`src/rtl/roi_readout_decoder_if.sv`:
```
// rtl/roi_readout_decoder_if.sv - ROI request handshake plus readout byte stream.
interface roi_readout_decoder_if;
  logic       roi_valid;
  logic [1:0] roi;
  logic       roi_ready;
  logic [7:0] out_data;
  logic       out_valid;
  logic       out_last;
  logic       out_ready;

  modport master (
    output roi_valid,
    output roi,
    input  roi_ready,
    input  out_data,
    input  out_valid,
    input  out_last,
    output out_ready
  );

  modport slave (
    input  roi_valid,
    input  roi,
    output roi_ready,
    output out_data,
    output out_valid,
    output out_last,
    input  out_ready
  );
endinterface

```
`src/rtl/roi_readout_decoder.sv`:
```
// rtl/roi_readout_decoder.sv - ROI index decode and header/left/center/right readout frame.
// Optional SUM byte (saturated neighbour sum) when ROI_SUM_EN is defined.
module roi_readout_decoder #(
  parameter logic [3:0] TAG = 4'hA
) (
  input  logic                        clk,
  input  logic                        rst_n,
  input  logic [7:0]                  E0,
  input  logic [7:0]                  E1,
  input  logic [7:0]                  E2,
  input  logic [7:0]                  E3,
  roi_readout_decoder_if.slave        io,
  output logic [3:0]                  roi_onehot,
  output logic                        busy
);

`ifdef ROI_SUM_EN
  typedef enum logic [2:0] {IDLE, HDR, LEFT, CENTER, RIGHT, SUM} state_e;
  localparam state_e LAST_ST = SUM;
`else
  typedef enum logic [2:0] {IDLE, HDR, LEFT, CENTER, RIGHT} state_e;
  localparam state_e LAST_ST = RIGHT;
`endif

  state_e          state_q, state_d;
  logic [1:0]      r_q, r_d;
  logic [3:0][7:0] s_q, s_d;

  logic            roi_ready_q, roi_ready_d;
  logic            out_valid_q, out_valid_d;
  logic            out_last_q, out_last_d;
  logic [7:0]      out_data_q, out_data_d;
  logic [3:0]      onehot_q, onehot_d;
  logic            busy_q, busy_d;

  logic            accept;
  logic            advance;
  logic [1:0]      left_idx;
  logic [1:0]      right_idx;

  assign accept  = io.roi_valid && roi_ready_q;
  assign advance = out_valid_q && io.out_ready;

  // Neighbour indices wrap on the 4-region ring through 2-bit arithmetic.
  assign left_idx  = r_d - 2'd1;
  assign right_idx = r_d + 2'd1;

`ifdef ROI_SUM_EN
  logic [9:0] sum_full;
  logic [7:0] sum_sat;
  assign sum_full = {2'b00, s_d[left_idx]} + {2'b00, s_d[r_d]} + {2'b00, s_d[right_idx]};
  assign sum_sat  = (sum_full > 10'd255) ? 8'hFF : sum_full[7:0];
`endif

  always_ff @(posedge clk or negedge rst_n) begin
    if (!rst_n) begin
      state_q <= IDLE;
      r_q     <= 2'd0;
      s_q     <= '0;
    end else begin
      state_q <= state_d;
      r_q     <= r_d;
      s_q     <= s_d;
    end
  end

  always_comb begin
    state_d = state_q;
    r_d     = r_q;
    s_d     = s_q;
    case (state_q)
      IDLE: begin
        if (accept) begin
          state_d = HDR;
          r_d     = io.roi;
          s_d     = {E3, E2, E1, E0};
        end
      end
      HDR:    if (advance) state_d = LEFT;
      LEFT:   if (advance) state_d = CENTER;
      CENTER: if (advance) state_d = RIGHT;
`ifdef ROI_SUM_EN
      RIGHT:  if (advance) state_d = SUM;
      SUM:    if (advance) state_d = IDLE;
`else
      RIGHT:  if (advance) state_d = IDLE;
`endif
      default: state_d = IDLE;
    endcase
  end

  // Outputs are decoded from the upcoming state so every port comes straight from a flop.
  always_comb begin
    out_data_d  = 8'h00;
    out_valid_d = 1'b1;
    out_last_d  = (state_d == LAST_ST);
    roi_ready_d = 1'b0;
    busy_d      = 1'b1;
    onehot_d    = 4'b0001 << r_d;
    case (state_d)
      HDR:    out_data_d = {TAG, 2'b00, r_d};
      LEFT:   out_data_d = s_d[left_idx];
      CENTER: out_data_d = s_d[r_d];
      RIGHT:  out_data_d = s_d[right_idx];
`ifdef ROI_SUM_EN
      SUM:    out_data_d = sum_sat;
`endif
      default: begin
        out_valid_d = 1'b0;
        out_last_d  = 1'b0;
        roi_ready_d = 1'b1;
        busy_d      = 1'b0;
        onehot_d    = 4'b0000;
      end
    endcase
  end

  always_ff @(posedge clk or negedge rst_n) begin
    if (!rst_n) begin
      roi_ready_q <= 1'b1;
      out_valid_q <= 1'b0;
      out_last_q  <= 1'b0;
      out_data_q  <= 8'h00;
      onehot_q    <= 4'b0000;
      busy_q      <= 1'b0;
    end else begin
      roi_ready_q <= roi_ready_d;
      out_valid_q <= out_valid_d;
      out_last_q  <= out_last_d;
      out_data_q  <= out_data_d;
      onehot_q    <= onehot_d;
      busy_q      <= busy_d;
    end
  end

  assign io.roi_ready = roi_ready_q;
  assign io.out_valid = out_valid_q;
  assign io.out_last  = out_last_q;
  assign io.out_data  = out_data_q;
  assign roi_onehot   = onehot_q;
  assign busy         = busy_q;

  a_hold_stable: assert property (@(posedge clk) disable iff (!rst_n)
    (out_valid_q && !io.out_ready) |=> (out_valid_q && $stable(out_data_q) && $stable(out_last_q)));

  a_ready_excl: assert property (@(posedge clk) disable iff (!rst_n)
    !(roi_ready_q && out_valid_q));

endmodule

```
`src/flat_wrapper.sv`:
```
// flat-port wrapper written by rule: the top's interface ports become plain ports
module roi_readout_decoder_flat 
#(
  parameter logic [3:0] TAG = 4'hA
)
  (clk, rst_n, E0, E1, E2, E3, roi_onehot, busy, io_roi_valid, io_roi, io_roi_ready, io_out_data, io_out_valid, io_out_last, io_out_ready);
  roi_readout_decoder_if io_i ();
  input  logic clk;
  input  logic rst_n;
  input  logic [7:0] E0;
  input  logic [7:0] E1;
  input  logic [7:0] E2;
  input  logic [7:0] E3;
  output logic [3:0] roi_onehot;
  output logic busy;
  input wire logic [$bits(io_i.roi_valid)-1:0] io_roi_valid;
  input wire logic [$bits(io_i.roi)-1:0] io_roi;
  output wire logic [$bits(io_i.roi_ready)-1:0] io_roi_ready;
  output wire logic [$bits(io_i.out_data)-1:0] io_out_data;
  output wire logic [$bits(io_i.out_valid)-1:0] io_out_valid;
  output wire logic [$bits(io_i.out_last)-1:0] io_out_last;
  input wire logic [$bits(io_i.out_ready)-1:0] io_out_ready;
  assign io_i.roi_valid = io_roi_valid;
  assign io_i.roi = io_roi;
  assign io_roi_ready = io_i.roi_ready;
  assign io_out_data = io_i.out_data;
  assign io_out_valid = io_i.out_valid;
  assign io_out_last = io_i.out_last;
  assign io_i.out_ready = io_out_ready;
  roi_readout_decoder #(.TAG(TAG)) u_core (.clk(clk), .rst_n(rst_n), .E0(E0), .E1(E1), .E2(E2), .E3(E3), .io(io_i), .roi_onehot(roi_onehot), .busy(busy));
endmodule
```
`config.mk`:
```
export PLATFORM = sky130hd
export DESIGN_NAME = roi_readout_decoder_flat
export DESIGN_NICKNAME = d
export VERILOG_FILES = /design/src/rtl/roi_readout_decoder_if.sv /design/src/rtl/roi_readout_decoder.sv /design/src/flat_wrapper.sv
export SDC_FILE = /design/constraint.sdc
export NUM_CORES = 1
export LEC_CHECK = 0
export CAP_MARGIN = 20
export CELL_PAD_IN_SITES_DETAIL_PLACEMENT = 1
export CELL_PAD_IN_SITES_GLOBAL_PLACEMENT = 1
export CORE_MARGIN = 2
export CORE_UTILIZATION = 41
export CTS_CLUSTER_DIAMETER = 120
export DETAILED_ROUTE_END_ITERATION = 16
export PLACE_DENSITY = 0.9
export SLEW_MARGIN = 20
export SYNTH_ARGS = -nofsm -noshare
export SYNTH_HDL_FRONTEND = slang
export SYNTH_SLANG_ARGS = --single-unit
```
`constraint.sdc`:
```
create_clock -name clk -period 3.3 [get_ports clk]
set_input_delay 0.495 -clock clk [delete_from_list [all_inputs] [get_ports clk]]
set_output_delay 0.495 -clock clk [all_outputs]
set_load 0.01 [all_outputs]
```
After elaboration in Yosys (flattened, before gate mapping)
Cells that the tools add are included. W data, S select, Z words.

Add/sub/neg operators: 2. Order comparisons: 3. Equal/unequal tests: 8. Shift operators: 1. Mux-type cells: 21. Reduce and logical (&&, ||, !) cells: 4.

Operators with widths (number): $mux W32 (2); $bmux W8 S2 (3); $pmux W8 S4 (1); $mux W8 (3); $mux W3 (5); $pmux W3 S5 (1); $eq A3 B2 Y1 const B (4); $lt A2 B3 Y1 const B (3); $eq A3 B1 Y1 const B (2); $eq A3 B3 Y1 const B (2); $mux W2 (2); $mux W4 (1); $reduce_or A4 Y1 (1); $shl A1 B2 Y4 const A (1); $logic_not A3 Y1 (1); $mux W1 (3); $add A2 B1 Y2 const B (1); $logic_and A1 B1 Y1 (2); $sub A2 B1 Y2 const B (1).

Flip-flop bits (word level): 52. Bits of input ports: 38. Output and inout bits: 16. Logic and storage cells: 50.

Logic depth before layout (Yosys ltp)
Gate-level depths: netlist of the first run.

Depth after elaboration: 7. Mapped depth: 11. Mapped depth without buffers: 9.

Worst setup path after synthesis of the first run
Ideal clock, no wire load.

Kind: flip-flop to flip-flop. From: register u_core.state_q[1]. To: register u_core.out_data_q[0] (netlist: u_core.io.out_data[0]). Library setup time: 124 ps. Data arrival time: 2753 ps. Data required time: 3176 ps. Path slack: 423 ps. Cell stages (with the launch flop): 12. Buffers on the path: 2. Cells stage by stage: dfrtp_1 buf_6 nand4bb_4 nor2_8 buf_6 mux2_2 ha_1 xor2_1 a32oi_1 o22ai_1 a32o_1 a211o_1.

Longest elaborated chain between the ends: 6. Elaborated cells on any way between the ends: 26. Those cells by class: add/sub (2); eq/ne (8); mux (15); reduce/logical (1).

RTL lines: start, declared (RTL line roi_readout_decoder.sv:25) `state_e state_q, state_d;`; start signal, assigned (RTL line roi_readout_decoder.sv:61) `state_q <= state_d;`; $logic_not A3 Y1 * (RTL line roi_readout_decoder.sv:71) `case (state_q)`; $mux W2 * (RTL line roi_readout_decoder.sv:71); via u_core.r_d[1] (RTL line roi_readout_decoder.sv:26) `logic [1:0] r_q, r_d;`; $add A2 B1 Y2 / $sub A2 B1 Y2 (equally long branches) (RTL line roi_readout_decoder.sv:46, roi_readout_decoder.sv:45); $bmux W8 S2 (on tied branches) (RTL line roi_readout_decoder.sv:104, roi_readout_decoder.sv:102); $mux W8 (on tied branches) (RTL line roi_readout_decoder.sv:104, roi_readout_decoder.sv:102); $pmux W8 S4 * (RTL line roi_readout_decoder.sv:100) `case (state_d)`; via u_core.out_data_d[0] (RTL line roi_readout_decoder.sv:32) `logic [7:0] out_data_q, out_data_d;`; end signal, assigned (RTL line roi_readout_decoder.sv:130) `out_data_q <= out_data_d;`; end, declared (RTL line roi_readout_decoder.sv:32).

Mark *: on every way through the listed nets, which the timed path passes. The rest lies on a longest branch. The select of a mux whose other input is x is not followed.

Final worst setup path of the first run
From: input io_roi_valid. To: register u_core.out_data_q[7] (netlist: u_core.io.out_data[7]).

Longest elaborated chain between the ends: 7. Elaborated cells on any way between the ends: 20. Those cells by class: add/sub (2); eq/ne (4); mux (13); reduce/logical (1).

RTL lines: start, declared (RTL line flat_wrapper.sv:16) `input wire logic [$bits(io_i.roi_valid)-1:0] io_roi_valid;`; $logic_and A1 B1 Y1 * (RTL line roi_readout_decoder.sv:41) `assign accept = io.roi_valid && roi_ready_q;`; $mux W2 * (RTL line roi_readout_decoder.sv:73) `if (accept) begin`; $mux W2 * (RTL line roi_readout_decoder.sv:71); via u_core.r_d[1] (RTL line roi_readout_decoder.sv:26); $add A2 B1 Y2 / $sub A2 B1 Y2 (equally long branches) (RTL line roi_readout_decoder.sv:46, roi_readout_decoder.sv:45); $bmux W8 S2 (on tied branches) (RTL line roi_readout_decoder.sv:104, roi_readout_decoder.sv:102); $mux W8 (on tied branches) (RTL line roi_readout_decoder.sv:104, roi_readout_decoder.sv:102); $pmux W8 S4 * (RTL line roi_readout_decoder.sv:100); via u_core.out_data_d[7] (RTL line roi_readout_decoder.sv:32).

Marks and branches as above.

==> summary.md, run 1 <==
| Metric | Value |
|---|---|
| Iteration-0 DRC Markers | around 120 |
| WP data required | 3.49 ns |
| Final Non-Filler Cells | around 450 |
| Cell Area, Placed | approximately 3700 um2 |
| Slowest CP cell | clkdlybuf4s50_1 |
| CTS Buf Count | 5 |
| Worst path depth | 10 |
| Root Buffer | clkbuf_8 |
| Max_cap viols | 0 |
| Setup crit end kind | register |
| CTS tree | done |
| Seq/Total Area, Yosys | approximately 42% |
| Yosys warns | 0 |
| Core Rows | 31 |
| Reg2Reg Setup Slack | ~0.34 ns |
| Crit Path Max Fanout | 7 |
| Comb pwr share | 51.7% |
| Cell type with the largest total area after synthesis | dfrtp_1 |
| CP delay by family, top | buffers and inverters |
| DR WL/cell | 19.24 um |
| Setup crit start | io_roi_valid |
| Critical path destination | u_core.io.out_data[7] |
| Total power | ~3.4 mW |
| Synth area leaders | dfrtp_1, nand2_1, mux4_2, mux2i_1, mux2_2 |
| Slew at the pin closest to its max-slew limit | roughly 0.9 ns |
| Area growth syn-to-layout | 23.43% |
| Antenna cells | 0 |
| Clock Sinks | 52 |
| Outcome | finished clean |
| CP startpoint kind | input port |
| Post-DRT Antenna Nets | 0 |
| Post-synthesis cell count | 300 |
| Via Count | about 2500 |
| Worst VDD drop | 0.3043 mV |
| Die ar. | just over 8000 um2 |
| Total track usage | about 22% |
| Post-synth top area share | between 40 and 50% |
| P_sw | about 1.3 mW |
| Synth Register Bits | 52 |
| Cell Int Power | 2.024 mW |
| Dpl cells | about 440 |
| Share of power burned in registers | a little over a third |
| Pre-CTS setup slack | -0.02560 ns |
| IO Pins | 54 |
| Final worst slack | about 0.30 ns |
| Setup tns final | 0 ns |
| Post-Syn Area | ~3100 um2 |
| Final HPWL DP | roughly 6300 um |
| Syn_nets | about 340 |
| Post-CTS sizing | 0 |
| Slew headroom | between 40% and 50% |
| Reg2Reg Depth | 9 |
| Die X-Extent | approximately 90 um |
| Clock Tree Buf Depth | 2 |
| Most common cell in the netlist | nand2_1 |
| H-tree depth | 2 |
| Synth top cells by count | nand2_1, dfrtp_1, mux2i_1 |
| Power density over the cells | ~900 nW/um2 |
| Slew Limit Fails | 0 |
| # DRC | 0 |
| Initial core utilization | between 40 and 50% |
| Leakage | roughly 1.7 nW |
| CP bufs+invs | 2 |
| Final Cycle Share | around 91% |
| Input/output buffers | 53 |
| Main synth FF type | dfrtp_1 |
| Max Clock Freq | between 300 and 400 MHz |
| RSZ-0062 raised after global routing | false |
| Mapped Avg Cell Area | between 10 and 15 um2 |
| NumNets Final | approximately 390 |
| Antenna violations before repair | 0 |
| Final wirelength | approximately 8600 um |
| CP cell instances | clkdlybuf4s50_1 -> nand4bb_4 -> nor2_8 -> mux2_2 -> ha_1 -> xnor2_1 -> a32oi_1 -> o22ai_1 -> buf_4 -> a221o_1 |
| Post-CTS Repair Setup Buffers | 0 |
| Share of cells above drive strength 1 | roughly 15% |
| Clock share of power | between 10% and 20% |
| Min-Delay Path Class | in -> async |
| Min Tclk post-route | 3.005 ns |
| Clock skew | between 0.01 and 0.015 ns |
| Final Hold Fails | 0 |
| CP Data Arrival Time | ~3.2 ns |
| Number of synthesized flops with an enable pin | 0 |
| Core Box Area | between 7000 and 8000 um2 |
| Switching part of the total | roughly 40% |
| Asr flop ratio synth | 100.0% |
| Routed vias/inst | approximately 5.6 |
| Worst R2R End | u_core.io.out_data[7] |
| Crit Path Class | in -> reg |
| Design area | 3790 um2 |
| Cts hold-fix bufs | 0 |
| Final Setup Violations | 0 |
| Largest net degree at the start of global routing | 54 |
| Drt first pass iters | 4 |
| DIE HEIGHT | slightly above 90 um |
| Crit path largest cell delay | about 0.53 ns |
| Worst-path clk slew | 0.10 ns |
| Fillers | between 800 and 900 |
| Grt ovf | 0 |
| Vias in the first global route | roughly 2700 |
| R2r startpoint | u_core.state_q[1] |
| Clk Latency, worst-skew pair | approximately 0.31 ns |
| Final GP Congestion | 0.7910 |
| First-pass GRT wire length | roughly 14000 um |
| Synth cell types | 40 |
metrics by stage:
stage	hold slack (ns)	utilization (%)
final	0.2936	52.25
after global routing	0.3584	52.25
after CTS	0.3222	52.25
after detailed placement	0.4990	50.77
after global placement	0.4798	50.77
after floorplan	0.1994	-
flip-flops by register name, summed over array words and instances (netlist names):
| signal | cells |
|---|---|
| u_core.s_q | 32 |
| u_core.r_q | 2 |
| u_core.state_q | 3 |
| u_core.io.roi_ready | 1 |
| u_core.roi_onehot | 4 |
| u_core.io.out_last | 1 |
| u_core.busy | 1 |
| u_core.io.out_data | 8 |
cell type report:
cell class / instances / area (um2) / area share, %
clock buffer: 6 / 72.57 / 1.915
clock inverter: 2 / 35.03 / 0.9244
inverter: 5 / 18.77 / 0.4952
multi-input combinational: 222 / 1624 / 42.85
sequential: 52 / 1303 / 34.37
tap: 99 / 123.9 / 3.268
timing repair buffer: 63 / 613.1 / 16.18
routing by layer:
layer  vias up  wire, um  GRT usage, %
li1       1152         -             -
met2        59      4321         37.94
met4         0       278         8.846
met3        21       305         4.007
met1      1283      3734         27.22
met5         -         0             0
power by group through the flow:
stage               combinational, mW  sequential, mW  clock, mW
detailed placement               1.73            1.20          0
global route                     1.90            1.23      0.472
global placement                 1.63            1.17          0
finish                           1.74            1.19      0.436
floorplan                        1.24            1.10          0
CTS                              1.74            1.19      0.447
worst register-to-register path: stages (launching register included):
cell and delay (ns):
dfrtp_1 0.52, nand4bb_4 0.35, nor2_8 0.15, mux2_2 0.41, ha_1 0.38, xnor2_1 0.17
a32oi_1 0.18, o22ai_1 0.16, buf_4 0.22, a221o_1 0.33
how the worst min path moves through the flow:
stage / slack (ns) / endpoint / from
final: 0.29 / u_core.busy / rst_n
after global routing: 0.36 / u_core.busy / rst_n
after CTS: 0.32 / u_core.busy / rst_n
after detailed placement: 0.50 / u_core.s_q[30] / u_core.s_q[30]
after global placement: 0.48 / u_core.s_q[21] / u_core.s_q[21]
after floorplan: 0.20 / u_core.busy / rst_n
cells by family (layout without fill, tap and decap cells):
logic type / Yosys count / after routing / share of synthesized area [%]
compound gates: 46 / 46 / 10.80
xor+xnor: 4 / 4 / 1.141
fa+ha+maj: 4 / 4 / 1.630
buf+inv: 26 / 76 / 4.686
flops: 52 / 52 / 42.42
mux: 48 / 48 / 21.64
simple gates: 120 / 120 / 17.69
cells in the final DEF (no fill, tap or decap), types with 2 or more instances in the layout:
| master | count |
|---|---|
| mux2i_1 | 20 |
| nand3_1 | 4 |
| a31oi_1 | 2 |
| ha_1 | 4 |
| mux4_2 | 13 |
| mux2_2 | 13 |
| o21ai_0 | 5 |
| inv_1 | 5 |
| nand2b_1 | 2 |
| buf_4 | 9 |
| nor2_1 | 2 |
| and2_1 | 4 |
| a32oi_1 | 2 |
| dfrtp_1 | 51 |
| a21oi_1 | 14 |
| nor2b_1 | 9 |
| o22ai_1 | 2 |
| or3_1 | 2 |
| a221o_1 | 6 |
| a211oi_2 | 3 |
| clkdlybuf4s50_1 | 52 |
| clkbuf_8 | 5 |
| a211oi_1 | 8 |
| nand2_1 | 93 |
| xnor2_1 | 3 |
No activity file was read; power rests on OpenSTA's default activity.
==> run 2: changes to the inputs <==
GPL_ROUTABILITY_DRIVEN = 0   (was unset)
==> results of run 2 <==
No change in the layout: final DEF, timing and power equal those of run 1.
==> run 3: changes to the inputs <==
MAX_ROUTING_LAYER = met4   (was unset)
==> run 3 against run 2 <==
Effect of this change:
- register-to-register slack about the same
- global-route usage grew 0.63 points
- sequential share of layout area did not move
- combinational power is essentially flat
- clock power about the same
- non-clock buffer count unchanged
- cell count is the same
- sequential power about the same
- design area is the same
- largest power group unchanged
==> summary.md, run 3 (synthesis gave the netlist of run 1 again) <==
| Metric | Value |
|---|---|
| Antenna cells | 0 (unchanged) |
| Register with the most flip-flops | u_core.s_q |
| Share of cells above drive strength 1 | 14.86% (unchanged) |
| Cell Int Power | 2.024 mW (about the same) |
| Worst R2R End | u_core.io.out_data[7] |
| Share of power burned in registers | 35.3% (about the same) |
| IO Pins | 54 (unchanged) |
| Root Buffer | clkbuf_8 |
| Crit Path Class | in -> reg |
| Final Cycle Share | 91.02% (about the same) |
| NumNets Final | 391 (unchanged) |
| # DRC | 0 (unchanged) |
| Grt ovf | 0 (unchanged) |
| Setup crit start | io_roi_valid |
| Initial core utilization | 42.33% (unchanged) |
| Outcome | finished clean |
| DIE HEIGHT | 90.54 um (unchanged) |
| Comb pwr share | 51.7% (about the same) |
| Post-CTS sizing | 0 (unchanged) |
| Total power | 3.371 mW (about the same) |
| First-pass GRT wire length | 14150 um (about the same) |
| DR WL/cell | 19.29 um (+0.25%) |
| Design area | 3790 um2 (unchanged) |
| Core Box Area | 7253 um2 (unchanged) |
| CP startpoint kind | input port |
| Routed vias/inst | 5.568 (-0.60%) |
| Clk Latency, worst-skew pair | 0.31 ns (about the same) |
| Antenna violations before repair | 0 (unchanged) |
| Die X-Extent | 90.54 um (unchanged) |
| CP cell instances | clkdlybuf4s50_1 -> nand4bb_4 -> nor2_8 -> mux2_2 -> ha_1 -> xnor2_1 -> a32oi_1 -> o22ai_1 -> buf_4 -> a221o_1 |
| Iteration-0 DRC Markers | 98 (-16%) |
| Final wirelength | 8662 um (+0.25%) |
| Post-CTS Repair Setup Buffers | 0 (unchanged) |
| Min-Delay Path Class | in -> async |
| Area growth syn-to-layout | 23.43% (unchanged) |
| Setup crit end kind | register |
| Clock skew | 0.01286 ns (-0.0009181 ns) |
| Worst-path clk slew | 0.10 ns (about the same) |
| Final Setup Violations | 0 (unchanged) |
| Post-DRT Antenna Nets | 0 (unchanged) |
| Final HPWL DP | 6261 um (unchanged) |
| Most frequent cells in the layout | nand2_1, clkdlybuf4s50_1, dfrtp_1, mux2i_1, a21oi_1 |
| Slew Limit Fails | 0 (unchanged) |
| CP delay by family, top | buffers and inverters |
| RSZ-0062 raised after global routing | false |
| Drt first pass iters | 4 (unchanged) |
| Leakage | 1.681 nW (unchanged) |
| Max FFs per register | 32 (unchanged) |
| Largest net degree at the start of global routing | 54 (unchanged) |
| Clock Tree Buf Depth | 2 (unchanged) |
| Core Rows | 31 (unchanged) |
| Min Tclk post-route | 3.004 ns (-0.0009870 ns) |
| CP Data Arrival Time | 3.20 ns (about the same) |
| Most common cell after layout, fill and taps aside | nand2_1 |
| Total track usage | 22.63% (+0.63 points) |
| Worst path depth | 10 (unchanged) |
| Final Hold Fails | 0 (unchanged) |
| Slew headroom | 40.23% (about the same) |
| H-tree depth | 2 (unchanged) |
| Max Clock Freq | 332.9 MHz (about the same) |
| P_sw | 1.346 mW (+0.17%) |
| Worst VDD drop | 0.3038 mV (-0.16%) |
| Switching part of the total | 39.95% (+0.041 points) |
| Crit Path Max Fanout | 7 (unchanged) |
| Vias in the first global route | 2655 (unchanged) |
| Critical path destination | u_core.io.out_data[7] |
| Max_cap viols | 0 (unchanged) |
| Die ar. | 8197 um2 (unchanged) |
| Input/output buffers | 53 (unchanged) |
| Slowest CP cell | clkdlybuf4s50_1 |
| WP data required | 3.49 ns (about the same) |
| Slew at the pin closest to its max-slew limit | 0.8965 ns (+0.0001144 ns) |
| Final worst slack | 0.2965 ns (+0.0009870 ns) |
| Pre-CTS setup slack | -0.02560 ns (unchanged) |
| Clock share of power | 13.0% (about the same) |
| CTS Buf Count | 5 (unchanged) |
| CP bufs+invs | 2 (unchanged) |
| Worst hold slack | 0.2941 ns (+0.0004450 ns) |
| Power density over the cells | 889.4 nW/um2 (about the same) |
| Crit path largest cell delay | 0.53 ns (about the same) |
| Reg2Reg Depth | 9 (unchanged) |
| Cell Area, Placed | 3682 um2 (unchanged) |
| Cts hold-fix bufs | 0 (unchanged) |
| Reg2Reg Setup Slack | 0.35 ns (about the same) |
| Clock Sinks | 52 (unchanged) |
| Via Count | 2500 (-0.60%) |
| CTS tree | done |
| R2r startpoint | u_core.state_q[1] |
==> run 3: cell counts in the layout (fill, tap and decap cells not counted) <==
No cell type changed its count.
==> run 3: per-stage QoR <==
stage	util (%)	std cells	TNS (ns)
after floorplan	-	300	0
after global placement	50.77	441	0
after detailed placement	50.77	441	-0.1013
after CTS	52.25	449	0
after global routing	52.25	449	0
final	52.25	449	0
==> run 3: how the worst min path moves through the flow <==
stage                     cells after the start      startpoint        endpoint  slack (ns)
after floorplan                               0           rst_n     u_core.busy        0.20
after global placement                        2  u_core.s_q[21]  u_core.s_q[21]        0.48
after detailed placement                      2  u_core.s_q[30]  u_core.s_q[30]        0.50
after CTS                                     1           rst_n     u_core.busy        0.32
after global routing                          1           rst_n     u_core.busy        0.36
final                                         1           rst_n     u_core.busy        0.29
==> run 3: power by group through the flow <==
stage | Clock [mW] | Sequential [mW] | Combinational [mW]
2_1_floorplan | 0 | 1.10 | 1.24
3_3_place_gp | 0 | 1.17 | 1.63
3_5_place_dp | 0 | 1.20 | 1.73
4_1_cts | 0.447 | 1.19 | 1.74
5_1_grt | 0.472 | 1.23 | 1.90
6_report | 0.437 | 1.19 | 1.74
==> run 3: final cells by class <==
class | instances | area (um2)
Clock buffer | 6 | 72.57
Clock inverter | 2 | 35.03
Fill cell | 830 | 3463
Inverter | 5 | 18.77
Multi-Input combinational cell | 222 | 1624
Sequential cell | 52 | 1303
Tap cell | 99 | 123.9
Timing Repair Buffer | 63 | 613.1
==> run 3: worst register-to-register path, stage by stage (launching register included) <==
cell and delay (ns):
dfrtp_1 0.51, nand4bb_4 0.34, nor2_8 0.15, mux2_2 0.41, ha_1 0.38, xnor2_1 0.17
a32oi_1 0.18, o22ai_1 0.16, buf_4 0.22, a221o_1 0.33
==> run 3: per-layer routing <==
metal	global-route usage (%)	vias to the layer above	share of wire (%)
li1	-	1147	-
met1	27.17	1273	43
met2	37.94	59	50
met3	4.090	21	3.6
met4	8.846	0	3.1
met5	-	-	0
